==> config.mk <==
export PLATFORM = sky130hd
export DESIGN_NAME = i2c_init_seq
export DESIGN_NICKNAME = d
export VERILOG_FILES = /design/src/rtl/i2c_init_seq.sv
export SDC_FILE = /design/constraint.sdc
export NUM_CORES = 1
export LEC_CHECK = 0
export CORE_MARGIN = 10
export CORE_UTILIZATION = 40
export DETAILED_ROUTE_END_ITERATION = 12
export GPL_ROUTABILITY_DRIVEN = 0
export SLEW_MARGIN = 20
export SYNTH_ARGS = -nofsm -noshare
export SYNTH_HDL_FRONTEND = slang
export SYNTH_SLANG_ARGS = --single-unit
==> constraint.sdc <==
create_clock -name clk -period 5.89 [get_ports clk]
set_input_delay 1.178 -clock clk [delete_from_list [all_inputs] [get_ports clk]]
set_output_delay 1.178 -clock clk [all_outputs]
set_load 0.03 [all_outputs]
==> src/rtl/i2c_init_seq.sv <==
// rtl/i2c_init_seq.sv - init-RAM table walker issuing I2C register writes
// Fetches 24-bit entries, handles end/delay markers, retries NACKs, reports done/error.
module i2c_init_seq #(
  parameter int DEPTH      = 512,
  parameter int MAX_RETRY  = 3,
  parameter int DELAY_UNIT = 50000
) (
  input  logic                     clk,
  input  logic                     rst,
  input  logic                     start,
  output logic [11:0]              ram_addr,
  input  logic [23:0]              ram_data,
  output logic                     cmd_valid,
  input  logic                     cmd_ready,
  output logic [7:0]               cmd_dev,
  output logic [7:0]               cmd_reg,
  output logic [7:0]               cmd_data,
  input  logic                     xfer_done,
  input  logic                     xfer_nack,
  output logic                     busy,
  output logic                     done,
  output logic                     error,
  output logic [$clog2(DEPTH)-1:0] err_index
);

  localparam int IW = $clog2(DEPTH);
  localparam int RW = (MAX_RETRY < 1) ? 1 : $clog2(MAX_RETRY + 1);

  typedef enum logic [3:0] {
    IDLE, FETCH, LATCH, DECODE, ISSUE, WAIT_XFER, DELAY, NEXT, FINISH, FAIL
  } state_t;

  state_t          state_q;
  logic [IW-1:0]   idx_q;
  logic [IW-1:0]   ram_addr_q;
  logic [RW-1:0]   retry_q;
  logic [23:0]     entry_q;
  logic [31:0]     dly_q;
  logic            cmd_valid_q;
  logic [7:0]      cmd_dev_q;
  logic [7:0]      cmd_reg_q;
  logic [7:0]      cmd_data_q;
  logic            busy_q;
  logic            done_q;
  logic            error_q;
  logic [IW-1:0]   err_index_q;

  logic [31:0]     dly_load;
  logic [IW-1:0]   idx_inc;

  assign dly_load = 32'(entry_q[15:0]) * 32'(DELAY_UNIT);
  assign idx_inc  = idx_q + 1'b1;

  always_ff @(posedge clk) begin
    if (rst) begin
      state_q     <= IDLE;
      idx_q       <= '0;
      ram_addr_q  <= '0;
      retry_q     <= '0;
      entry_q     <= '0;
      dly_q       <= '0;
      cmd_valid_q <= 1'b0;
      cmd_dev_q   <= '0;
      cmd_reg_q   <= '0;
      cmd_data_q  <= '0;
      busy_q      <= 1'b0;
      done_q      <= 1'b0;
      error_q     <= 1'b0;
      err_index_q <= '0;
    end else begin
      done_q <= 1'b0;
      case (state_q)
        IDLE: begin
          if (start) begin
            idx_q      <= '0;
            ram_addr_q <= '0;
            retry_q    <= '0;
            error_q    <= 1'b0;
            busy_q     <= 1'b1;
            state_q    <= FETCH;
          end
        end
        FETCH: state_q <= LATCH;
        LATCH: begin
          entry_q <= ram_data;
          state_q <= DECODE;
        end
        DECODE: begin
          if (entry_q[23:16] == 8'hFF) begin
            done_q  <= 1'b1;
            state_q <= FINISH;
          end else if (entry_q[23:16] == 8'hFE) begin
            // A zero-tick delay skips DELAY entirely so it costs no extra cycle
            if (dly_load == 32'd0) begin
              state_q <= NEXT;
            end else begin
              dly_q   <= dly_load;
              state_q <= DELAY;
            end
          end else begin
            cmd_dev_q   <= {entry_q[23:17], 1'b0};
            cmd_reg_q   <= entry_q[15:8];
            cmd_data_q  <= entry_q[7:0];
            cmd_valid_q <= 1'b1;
            state_q     <= ISSUE;
          end
        end
        ISSUE: begin
          if (cmd_ready) begin
            cmd_valid_q <= 1'b0;
            state_q     <= WAIT_XFER;
          end
        end
        WAIT_XFER: begin
          if (xfer_done) begin
            if (!xfer_nack) begin
              state_q <= NEXT;
            end else if (retry_q < RW'(MAX_RETRY)) begin
              retry_q     <= retry_q + 1'b1;
              cmd_valid_q <= 1'b1;
              state_q     <= ISSUE;
            end else begin
              err_index_q <= idx_q;
              error_q     <= 1'b1;
              state_q     <= FAIL;
            end
          end
        end
        DELAY: begin
          if (dly_q == 32'd1) begin
            state_q <= NEXT;
          end else begin
            dly_q <= dly_q - 32'd1;
          end
        end
        NEXT: begin
          retry_q <= '0;
          // Running off the end of the RAM is a normal completion, not an error
          if (idx_q == IW'(DEPTH - 1)) begin
            done_q  <= 1'b1;
            state_q <= FINISH;
          end else begin
            idx_q      <= idx_inc;
            ram_addr_q <= idx_inc;
            state_q    <= FETCH;
          end
        end
        FINISH: begin
          busy_q  <= 1'b0;
          state_q <= IDLE;
        end
        FAIL: begin
          busy_q  <= 1'b0;
          state_q <= IDLE;
        end
        default: state_q <= IDLE;
      endcase
    end
  end

  assign ram_addr  = 12'(ram_addr_q);
  assign cmd_valid = cmd_valid_q;
  assign cmd_dev   = cmd_dev_q;
  assign cmd_reg   = cmd_reg_q;
  assign cmd_data  = cmd_data_q;
  assign busy      = busy_q;
  assign done      = done_q;
  assign error     = error_q;
  assign err_index = err_index_q;

endmodule

==> flow_metrics.env, run 1 <==
export IMPL_num_rows=54
export IMPL_seqCellArea_um2=2150
export IMPL_fin_area_um2=10600
export IMPL_maxSlewHeadroom=0.256
export IMPL_place_inst=1441
export IMPL_core_area_um2=21700
export IMPL_critical_path_buf_inv_count=6
export IMPL_root_buffer="clkbuf_16"
export IMPL_fp_dieH_um=168
export IMPL_grt_pass1_wl_um=39400
export IMPL_async_flop_share=0
export IMPL_critical_path_required_ps=6100
export IMPL_critPathKind="reg -> reg"
export IMPL_critPathArrivalTime_ps=5850
export IMPL_die_width_um=168
export IMPL_drc_errors=0
export IMPL_grt_remaining_overflow=0
export IMPL_numCtsBuffers=9
export IMPL_placed_cell_area_um2=10000
export IMPL_synth_area_leaders="dfxtp_1 24%, ha_1 15%, fa_1 10%, nand2_1 6.5%, a21oi_1 6.3%"
export IMPL_worstSkewPairLatency_ps=370
export IMPL_ys_seq_area_frac=0.244
export IMPL_fin_crit_ps=5640
export IMPL_num_io_pins=79
export IMPL_synthCells=1092
export IMPL_synthAdderAreaFrac=0.253
export IMPL_n_antenna_cell=0
export IMPL_clock_fmax_ghz=0.177
export IMPL_grt_max_degree=92
export IMPL_port_buffers=74
export IMPL_slowest_delay_ps=610
export IMPL_synthDominantCellAreaShare=0.244
export IMPL_power_per_cell_area_nw_per_um2=198
export IMPL_largest_register="dly_q"
export IMPL_grt_util_all_layers=0.165
export IMPL_synth_top_family_by_area="adder cells"
export IMPL_synth_compound_area_frac=0.195
export IMPL_synthMuxAreaShare=0.0172
export IMPL_dr_pass1_iters=5
export IMPL_start_util=0.405
export IMPL_netlist_area_um2=8780
export IMPL_worstPathMaxFanout=8
export IMPL_final_util=0.487
export IMPL_via_per_inst=5.52
export IMPL_ys_seq_elements=107
export IMPL_hold_class="reg -> reg"
export IMPL_whs_ps=454
export IMPL_clock_path_buffers=2
export IMPL_largest_register_ff_count=32
export IMPL_cts_htree_levels=3
export IMPL_initialDrtViolationCount=727
export IMPL_crit_family="adder cells"
export IMPL_reg2reg_slack_ps=250
export IMPL_grt_pass1_vias=7657
export IMPL_synth_edf_count=0
export IMPL_num_nets_final=1359
export IMPL_min_period_over_period=0.958
export IMPL_yosys_area_share_xor_xnor=0.0190
export IMPL_timing_hold_violations_final=0
export IMPL_fillers=2112
export IMPL_multi_input_area_um2=6160
export IMPL_syn_to_final_growth_pct=20.4
export IMPL_fin_cells=1463
export IMPL_layout_drive_gt1_share=0.0981
export IMPL_wl_um=23900
export IMPL_dpl_hpwl_um=18300
export IMPL_cts_hold_buf=0
export IMPL_worstMarginPinSlew_ps=1110
export IMPL_reg_top3="dly_q (32), entry_q (24)"
export IMPL_yosysWarnings=0
export IMPL_antenna_found_initial=0
export IMPL_power_mw=2.10
export IMPL_ir_drop_v=0.000149
export IMPL_clock_sinks=107
export IMPL_yosysTopAreaCell="dfxtp_1"
export IMPL_critical_path_cell_chain="ha_1, ha_1, inv_1, fa_1, inv_1, fa_1, fa_1, ha_4, buf_6, nand2_2, o21ai_1, buf_4, nand2_1, nand4_1, a311oi_2, buf_4, o211ai_1, or4_4, a21oi_4, buf_12, mux2i_1, a21oi_1"
export IMPL_status="completed"
export IMPL_max_cap_violations=0
export IMPL_num_vias=8072
export IMPL_drtAntennaViolNets=0
export IMPL_critPathCaptureType="flop"
export IMPL_post_place_ws_ps=41.2
export IMPL_synth_simple_area_share=0.200
export IMPL_path_common_cell="fa_1"
export IMPL_ys_types=77
export IMPL_cts_tree="done"
export IMPL_die_area_um2=28300
export IMPL_cp_slowest_cell="fa_1"
export IMPL_ys_flop_type="dfxtp_1"
export IMPL_route_detailed_wl_per_inst_um=16.4
export IMPL_clk_pin_slew_ps=80
export IMPL_setup_viol=0
export IMPL_fin_ws_ps=250
export IMPL_tns_ps=0
export IMPL_fin_skew_ps=13.6
export IMPL_startpoint_type="flop"
export IMPL_leakagePower_nw=4.52
export IMPL_finalMaxSlewViolations=0
export IMPL_syn_area_per_cell_um2=8.04
==> report_power, final <==
part | internal [mW] | total [mW] | switching [mW]
Sequential | 0.738 | 0.759 | 0.0204
Clock | 0.304 | 0.625 | 0.322
Combinational | 0.301 | 0.713 | 0.412
==> worst reg2reg max path: cells and delay by family (launching register included) <==
kind,cells,cell delay (ps)
adders and majority gates,6,2480
AOI/OAI and AO/OA,5,890
buffers and inverters,6,810
and+or+nand+nor,4,760
DFF,1,350
muxes,1,210
==> final cells by class <==
cell class,count,area share
well taps,280,0.0331
clock buffers,9,0.0213
multi-input cells,828,0.583
clock inverters,7,0.00805
flip-flops and latches,107,0.204
inverters,104,0.0369
repair buffers,128,0.114
==> placed cells by master, fill, tap and decap left out, types with 5 or more instances in the layout <==
cell type	count
nand2_1	150
o21ai_1	16
xor2_1	10
xnor2_1	8
nor2_1	67
nor3_1	30
nor4_1	13
nor2b_1	5
clkbuf_16	11
mux2i_1	14
o21ai_0	33
a211oi_1	8
and3_1	8
o22ai_1	16
o211ai_1	11
a21oi_1	108
o31ai_1	5
nand4_1	19
a31oi_1	11
and2_1	6
or3_1	15
fa_1	44
dfxtp_1	99
dfxtp_2	7
ha_1	100
nand3_1	27
nand2b_1	7
a21o_1	11
buf_4	49
clkdlybuf4s50_1	73
inv_1	103
==> cells in the mapped netlist (14+ instances only) <==
library cell  instances
dfxtp_1             107
a21oi_1             110
fa_1                 44
inv_1               103
mux2i_1              14
ha_1                107
o22ai_1              16
o21ai_1              14
or3_1                15
nand3_1              27
nor2_1               68
clkbuf_1             41
nand4_1              19
nor3_1               30
nand2_1             153
o21ai_0              35
==> timing repair <==
item,4_1_cts,5_1_grt
resized for setup,0,39
endpoints found under the setup margin,0,30
buffers inserted,0,4
hold endpoints to repair,0,0
==> final timing paths <==
check,startpoint,end,cells past startpoint
max,entry_q[7],dly_q[28],22
min,error,error,2
max reg2reg,entry_q[7],dly_q[28],22
min reg2reg,error,error,2
==> cell families after synthesis <==
family                   after synthesis
AO/OA/AOI/OAI                        268
XOR/XNOR                              19
adder cells (fa/ha/maj)              151
buffers and inverters                160
flip-flops                           107
multiplexers                          15
other                                  1
AND/OR/NAND/NOR                      371
==> routing by layer <==
layer  GRT usage  part of all wire  vias up  wire, um
li1            -                 -     4003         -
met1       0.228              0.47     3859     11400
met2       0.266              0.47      187     11300
met3      0.0263             0.042       23      1010
met4      0.0341             0.013        0       301
met5           0                 0        -         0
(Power assumes the default switching activity.)
==> run 2: changes to the inputs <==
Settings changed: CAP_MARGIN set to 30, DONT_BUFFER_PORTS set to 1.
==> run 2 against run 1 <==
Net effect: first-iteration DRC count up 20%; sequential power increased by 0.9%; wire length decreased by 1.5%; clock power rose by 1%; sequential cell count unchanged; sequential share of layout area is 1.6 points higher; cell count is 5.1% lower; setup slack got worse by 55 ps; maximum frequency shrank 0.96%; non-clock buffer count fell by 74; worst hold slack better by 4.0 ps; largest power group unchanged.
==> flow_metrics.env, run 2 (synthesis results as in run 1) <==
export IMPL_status="completed"
export IMPL_grt_max_degree=93
export IMPL_cp_slowest_cell="fa_1"
export IMPL_final_util=0.451
export IMPL_whs_endpoint="retry_q[1]"
export IMPL_mostFrequentLayoutCell="nand2_1"
export IMPL_reg_top3="dly_q (32), entry_q (24)"
export IMPL_max_cap_violations=0
export IMPL_route_detailed_wl_per_inst_um=17.0
export IMPL_reg2reg_slack_ps=200
export IMPL_clock_sinks=107
export IMPL_num_io_pins=79
export IMPL_die_area_um2=28300
export IMPL_startpoint_type="flop"
export IMPL_tns_ps=0
export IMPL_hold_start="retry_q[1]"
export IMPL_num_nets_final=1285
export IMPL_worstMarginPinSlew_ps=907
export IMPL_largest_register_ff_count=32
export IMPL_timing_hold_violations_final=0
export IMPL_port_buffers=0
export IMPL_rr_endpoint="dly_q[29]"
export IMPL_grt_pass1_vias=7285
export IMPL_die_width_um=168
export IMPL_antenna_found_initial=0
export IMPL_hold_class="reg -> reg"
export IMPL_worstPathMaxFanout=7
export IMPL_rr_worst_depth=19
export IMPL_initialDrtViolationCount=875
export IMPL_fin_skew_ps=14.5
export IMPL_root_buffer="clkbuf_16"
export IMPL_cts_htree_levels=3
export IMPL_rr_startpoint="entry_q[5]"
export IMPL_clock_fmax_ghz=0.176
export IMPL_wl_um=23600
export IMPL_leakagePower_nw=4.22
export IMPL_min_period_over_period=0.967
export IMPL_critPathCaptureType="flop"
export IMPL_critical_path_buf_inv_count=3
export IMPL_fin_crit_ps=5690
export IMPL_num_vias=7684
export IMPL_largest_register="dly_q"
export IMPL_start_util=0.405
export IMPL_worstSkewPairLatency_ps=360
export IMPL_power_per_cell_area_nw_per_um2=212
export IMPL_layout_drive_gt1_share=0.101
export IMPL_critical_path_cell_chain="ha_1, ha_2, inv_1, fa_1, fa_1, fa_1, inv_1, ha_1, nand2_2, or4b_4, nand2_2, o31a_1, xnor2_2, nand4_1, or4_4, a21oi_4, buf_6, nand2_1, a211oi_2"
export IMPL_wl_met1_um=11300
export IMPL_via_per_inst=5.53
export IMPL_drc_errors=0
export IMPL_path_common_cell="fa_1"
export IMPL_clock_path_buffers=2
export IMPL_drtAntennaViolNets=0
export IMPL_rsz0062_at_grt="no"
export IMPL_top_layer="met4"
export IMPL_cts_hold_buf=0
export IMPL_fp_dieH_um=168
export IMPL_grt_pass1_wl_um=38100
export IMPL_met3_length_um=1040
export IMPL_numCtsBuffers=9
export IMPL_layout_common_cells="151 x nand2_1, 107 x a21oi_1, 103 x inv_1, 101 x ha_1, 100 x dfxtp_1"
export IMPL_crit_family="adder cells"
export IMPL_clk_pin_slew_ps=90
export IMPL_finalMaxSlewViolations=0
export IMPL_n_antenna_cell=0
export IMPL_hold_path_cell_count=2
export IMPL_critPathKind="reg -> reg"
export IMPL_grt_remaining_overflow=0
export IMPL_slowest_delay_ps=580
export IMPL_critical_path_required_ps=6170
export IMPL_core_area_um2=21700
export IMPL_num_rows=54
export IMPL_dpl_hpwl_um=18400
export IMPL_critPathArrivalTime_ps=5980
export IMPL_cts_tree="done"
export IMPL_syn_to_final_growth_pct=11.4
export IMPL_met2WireLength_um=10800
export IMPL_setup_viol=0
export IMPL_maxSlewHeadroom=0.395
export IMPL_dr_pass1_iters=5
export IMPL_grt_util_all_layers=0.161
export IMPL_ir_drop_v=0.000161
run 2: changes by cell type in the layout (fill, tap and decap cells not counted), moves of 2 or more:
cell,change
clkbuf_16,-2
o21ai_1,-2
clkdlybuf4s50_1,-73
o21ai_0,+2
buf_6,+2
run 2: worst min-delay path: stages, from the launching register on:
cell,delay [ps]
dfxtp_1,320
nand2_1,50
a21oi_1,50
run 2: repair_timing:
item | CTS | global route
setup buffers | 0 | 3
endpoints found under the setup margin | 12 | 33
resized for setup | 1 | 35
pin swaps | 0 | 8
run 2: cell type report:
| class | count | area [um^2] |
|---|---|---|
| Clock buffer | 9 | 225 |
| Clock inverter | 7 | 88.8 |
| Fill cell | 2188 | 11900 |
| Inverter | 104 | 390 |
| Multi-Input combinational cell | 828 | 6140 |
| Sequential cell | 107 | 2150 |
| Tap cell | 280 | 350 |
| Timing Repair Buffer | 54 | 429 |
run 2: stage by stage:
| stage | hold WS (ps) | power, mW | setup WS, ps | std cells | area (um^2) |
|---|---|---|---|---|---|
| 2_1_floorplan | 436 | 1.23 | 234 | 1095 | 8790 |
| 3_3_place_gp | 441 | 1.41 | 84.5 | 1369 | 9290 |
| 3_5_place_dp | 450 | 1.41 | 6.30 | 1369 | 9290 |
| 4_1_cts | 463 | 2.05 | 0.465 | 1385 | 9610 |
| 5_1_grt | 477 | 2.19 | 0.232 | 1389 | 9780 |
| 6_report | 458 | 2.07 | 195 | 1389 | 9780 |
run 2: worst max path at each step:
stage          cells past startpoint  slack [ps]         to  startpoint
2_1_floorplan                     20         230   dly_q[8]  entry_q[6]
3_3_place_gp                      19          80  dly_q[24]  entry_q[9]
3_5_place_dp                      18           6  dly_q[17]  entry_q[3]
4_1_cts                           18         0.5  dly_q[16]  entry_q[3]
5_1_grt                           20         0.2  dly_q[29]  entry_q[5]
6_report                          19         200  dly_q[29]  entry_q[5]
run 2: where the power goes:
part	internal, mW	switching [mW]	leakage (nW)	total, mW
clock network	0.308	0.325	0.153	0.633
logic	0.273	0.397	3.20	0.671
registers	0.738	0.0273	0.867	0.766
run 2: layer usage:
| layer | track usage | vias up |
|---|---|---|
| li1 | - | 3854 |
| met1 | 0.217 | 3623 |
| met2 | 0.256 | 179 |
| met3 | 0.0300 | 28 |
| met4 | 0.0416 | 0 |
| met5 | 0 | - |
==> run 3: changes to the inputs <==
Settings changed: CORE_ASPECT_RATIO set to 1.2, CORE_UTILIZATION 40 to 59, PLACE_DENSITY set to 0.78.
==> run 3 against run 2 <==
Net effect: maximum frequency decreased by 0.23%; setup slack got worse by 13 ps; total power down 2.1%; largest power group unchanged; sequential share of layout area is 0.57 points higher; worst hold slack better by 8.4 ps; wire length shrank 6.0%; critical path depth is 2 higher; via count up 2.4%; clock skew shrank 3.1 ps; sequential cell count did not move.
==> flow_metrics.env, run 3 (synthesis results as in run 1) <==
export IMPL_cts_hold_buf=0
export IMPL_dpl_hpwl_um=17300
export IMPL_clock_path_buffers=2
export IMPL_grt_pass1_wl_um=36600
export IMPL_fin_crit_ps=5710
export IMPL_cts_htree_levels=3
export IMPL_num_rows=48
export IMPL_leakagePower_nw=4.17
export IMPL_setup_viol=0
export IMPL_largest_register_ff_count=32
export IMPL_port_buffers=0
export IMPL_die_width_um=131
export IMPL_path_common_cell="fa_1"
export IMPL_largest_register="dly_q"
export IMPL_timing_hold_violations_final=0
export IMPL_syn_to_final_growth_pct=8.61
export IMPL_worstPathMaxFanout=15
export IMPL_clock_fmax_ghz=0.175
export IMPL_critical_path_cell_chain="ha_1, ha_1, inv_1, fa_1, fa_1, fa_1, inv_1, ha_2, buf_4, nand2_1, or4b_1, nand2_2, nor4b_2, a2111oi_4, nand4_1, or4_4, a21oi_4, buf_4, clkbuf_16, o21ai_1, o22ai_1"
export IMPL_layout_drive_gt1_share=0.0839
export IMPL_startpoint_type="flop"
export IMPL_slowest_delay_ps=570
export IMPL_mostFrequentLayoutCell="nand2_1"
export IMPL_numCtsBuffers=9
export IMPL_grt_max_degree=93
export IMPL_wl_um=22200
export IMPL_grt_util_all_layers=0.213
export IMPL_status="completed"
export IMPL_power_per_cell_area_nw_per_um2=212
export IMPL_worstMarginPinSlew_ps=928
export IMPL_maxSlewHeadroom=0.380
export IMPL_initialDrtViolationCount=477
export IMPL_clk_pin_slew_ps=70
export IMPL_route_detailed_wl_per_inst_um=17.1
export IMPL_drc_errors=0
export IMPL_reg_top3="dly_q (32), entry_q (24)"
export IMPL_die_area_um2=20200
export IMPL_hold_class="reg -> reg"
export IMPL_num_vias=7869
export IMPL_whs_ps=466
export IMPL_fp_dieH_um=154
export IMPL_grt_remaining_overflow=0
export IMPL_root_buffer="clkbuf_16"
export IMPL_num_io_pins=79
export IMPL_tns_ps=0
export IMPL_critical_path_required_ps=6180
export IMPL_critPathCaptureType="flop"
export IMPL_dr_pass1_iters=5
export IMPL_power_mw=2.03
export IMPL_critPathArrivalTime_ps=6000
export IMPL_cp_slowest_cell="fa_1"
export IMPL_layout_common_cells="152 x nand2_1, 109 x a21oi_1, 103 x inv_1, 103 x ha_1, 99 x dfxtp_1"
export IMPL_fin_cells=1296
export IMPL_place_inst=1277
export IMPL_n_antenna_cell=0
export IMPL_finalMaxSlewViolations=0
export IMPL_num_nets_final=1272
export IMPL_min_period_over_period=0.969
export IMPL_drtAntennaViolNets=0
export IMPL_cts_tree="done"
export IMPL_clock_sinks=107
export IMPL_start_util=0.607
export IMPL_critPathKind="reg -> reg"
export IMPL_max_cap_violations=0
export IMPL_grt_pass1_vias=7519
export IMPL_fin_skew_ps=11.4
export IMPL_via_per_inst=6.07
export IMPL_antenna_found_initial=0
export IMPL_core_area_um2=14500
export IMPL_worstSkewPairLatency_ps=370
export IMPL_ir_drop_v=0.000168
==> run 3: cell count changes in the layout (fill, tap and decap cells not counted), sizes merged <==
cell,before,now
buf,54,40
bufinv,0,1
clkbuf,9,10
clkinv,4,2
clkinvlp,0,1
==> run 3: critical path, delay by kind of cell (launching register included) <==
kind | cells | cell delay [ps]
buffers and inverters | 5 | 600
DFF | 1 | 330
adders and majority gates | 6 | 2560
and+or+nand+nor | 6 | 1440
AOI/OAI and AO/OA | 4 | 710
==> run 3: worst paths after layout <==
check	startpoint	endpoint	slack, ps	cells after the start
setup / recovery	entry_q[2]	dly_q[21]	180	21
hold / removal	retry_q[1]	retry_q[1]	470	2
setup reg to reg	entry_q[2]	dly_q[21]	180	21
hold reg to reg	retry_q[1]	retry_q[1]	470	2
==> run 3: area by class of cell <==
| type | count | area [um^2] |
|---|---|---|
| Tap cell | 200 | 250 |
| Fill cell | 1230 | 4940 |
| Clock buffer | 9 | 225 |
| Inverter | 104 | 390 |
| Clock inverter | 7 | 82.6 |
| Timing Repair Buffer | 41 | 338 |
| Sequential cell | 107 | 2150 |
| Multi-Input combinational cell | 828 | 6100 |
==> run 3: what timing repair did <==
item / 4_1_cts / 5_1_grt
hold endpoints to repair: 0 / 0
buffers inserted: 1 / 1
resized for setup: 1 / 23
setup endpoints to repair: 7 / 30
pin swaps: 1 / 4
gates cloned: 0 / 1
==> run 3: power by group <==
part	switching, mW	internal [mW]
logic	0.375	0.254
registers	0.0270	0.738
clock network	0.294	0.338
==> run 3: routing by layer <==
layer | track usage | share of wire | up-vias
li1 | - | - | 3818
met1 | 0.253 | 0.41 | 3759
met2 | 0.368 | 0.50 | 239
met3 | 0.0424 | 0.053 | 53
met4 | 0.0859 | 0.033 | 0
met5 | 0 | 0 | -
==> run 3: through the flow <==
step                cell area (um^2)  utilization  setup WS, ps
detailed placement              9100        0.629         -8.62
global placement                9090        0.628          40.9
finish                          9540        0.659           182
floorplan                       8790            -           234
CTS                             9420        0.651          50.9
global route                    9540        0.659         -23.3
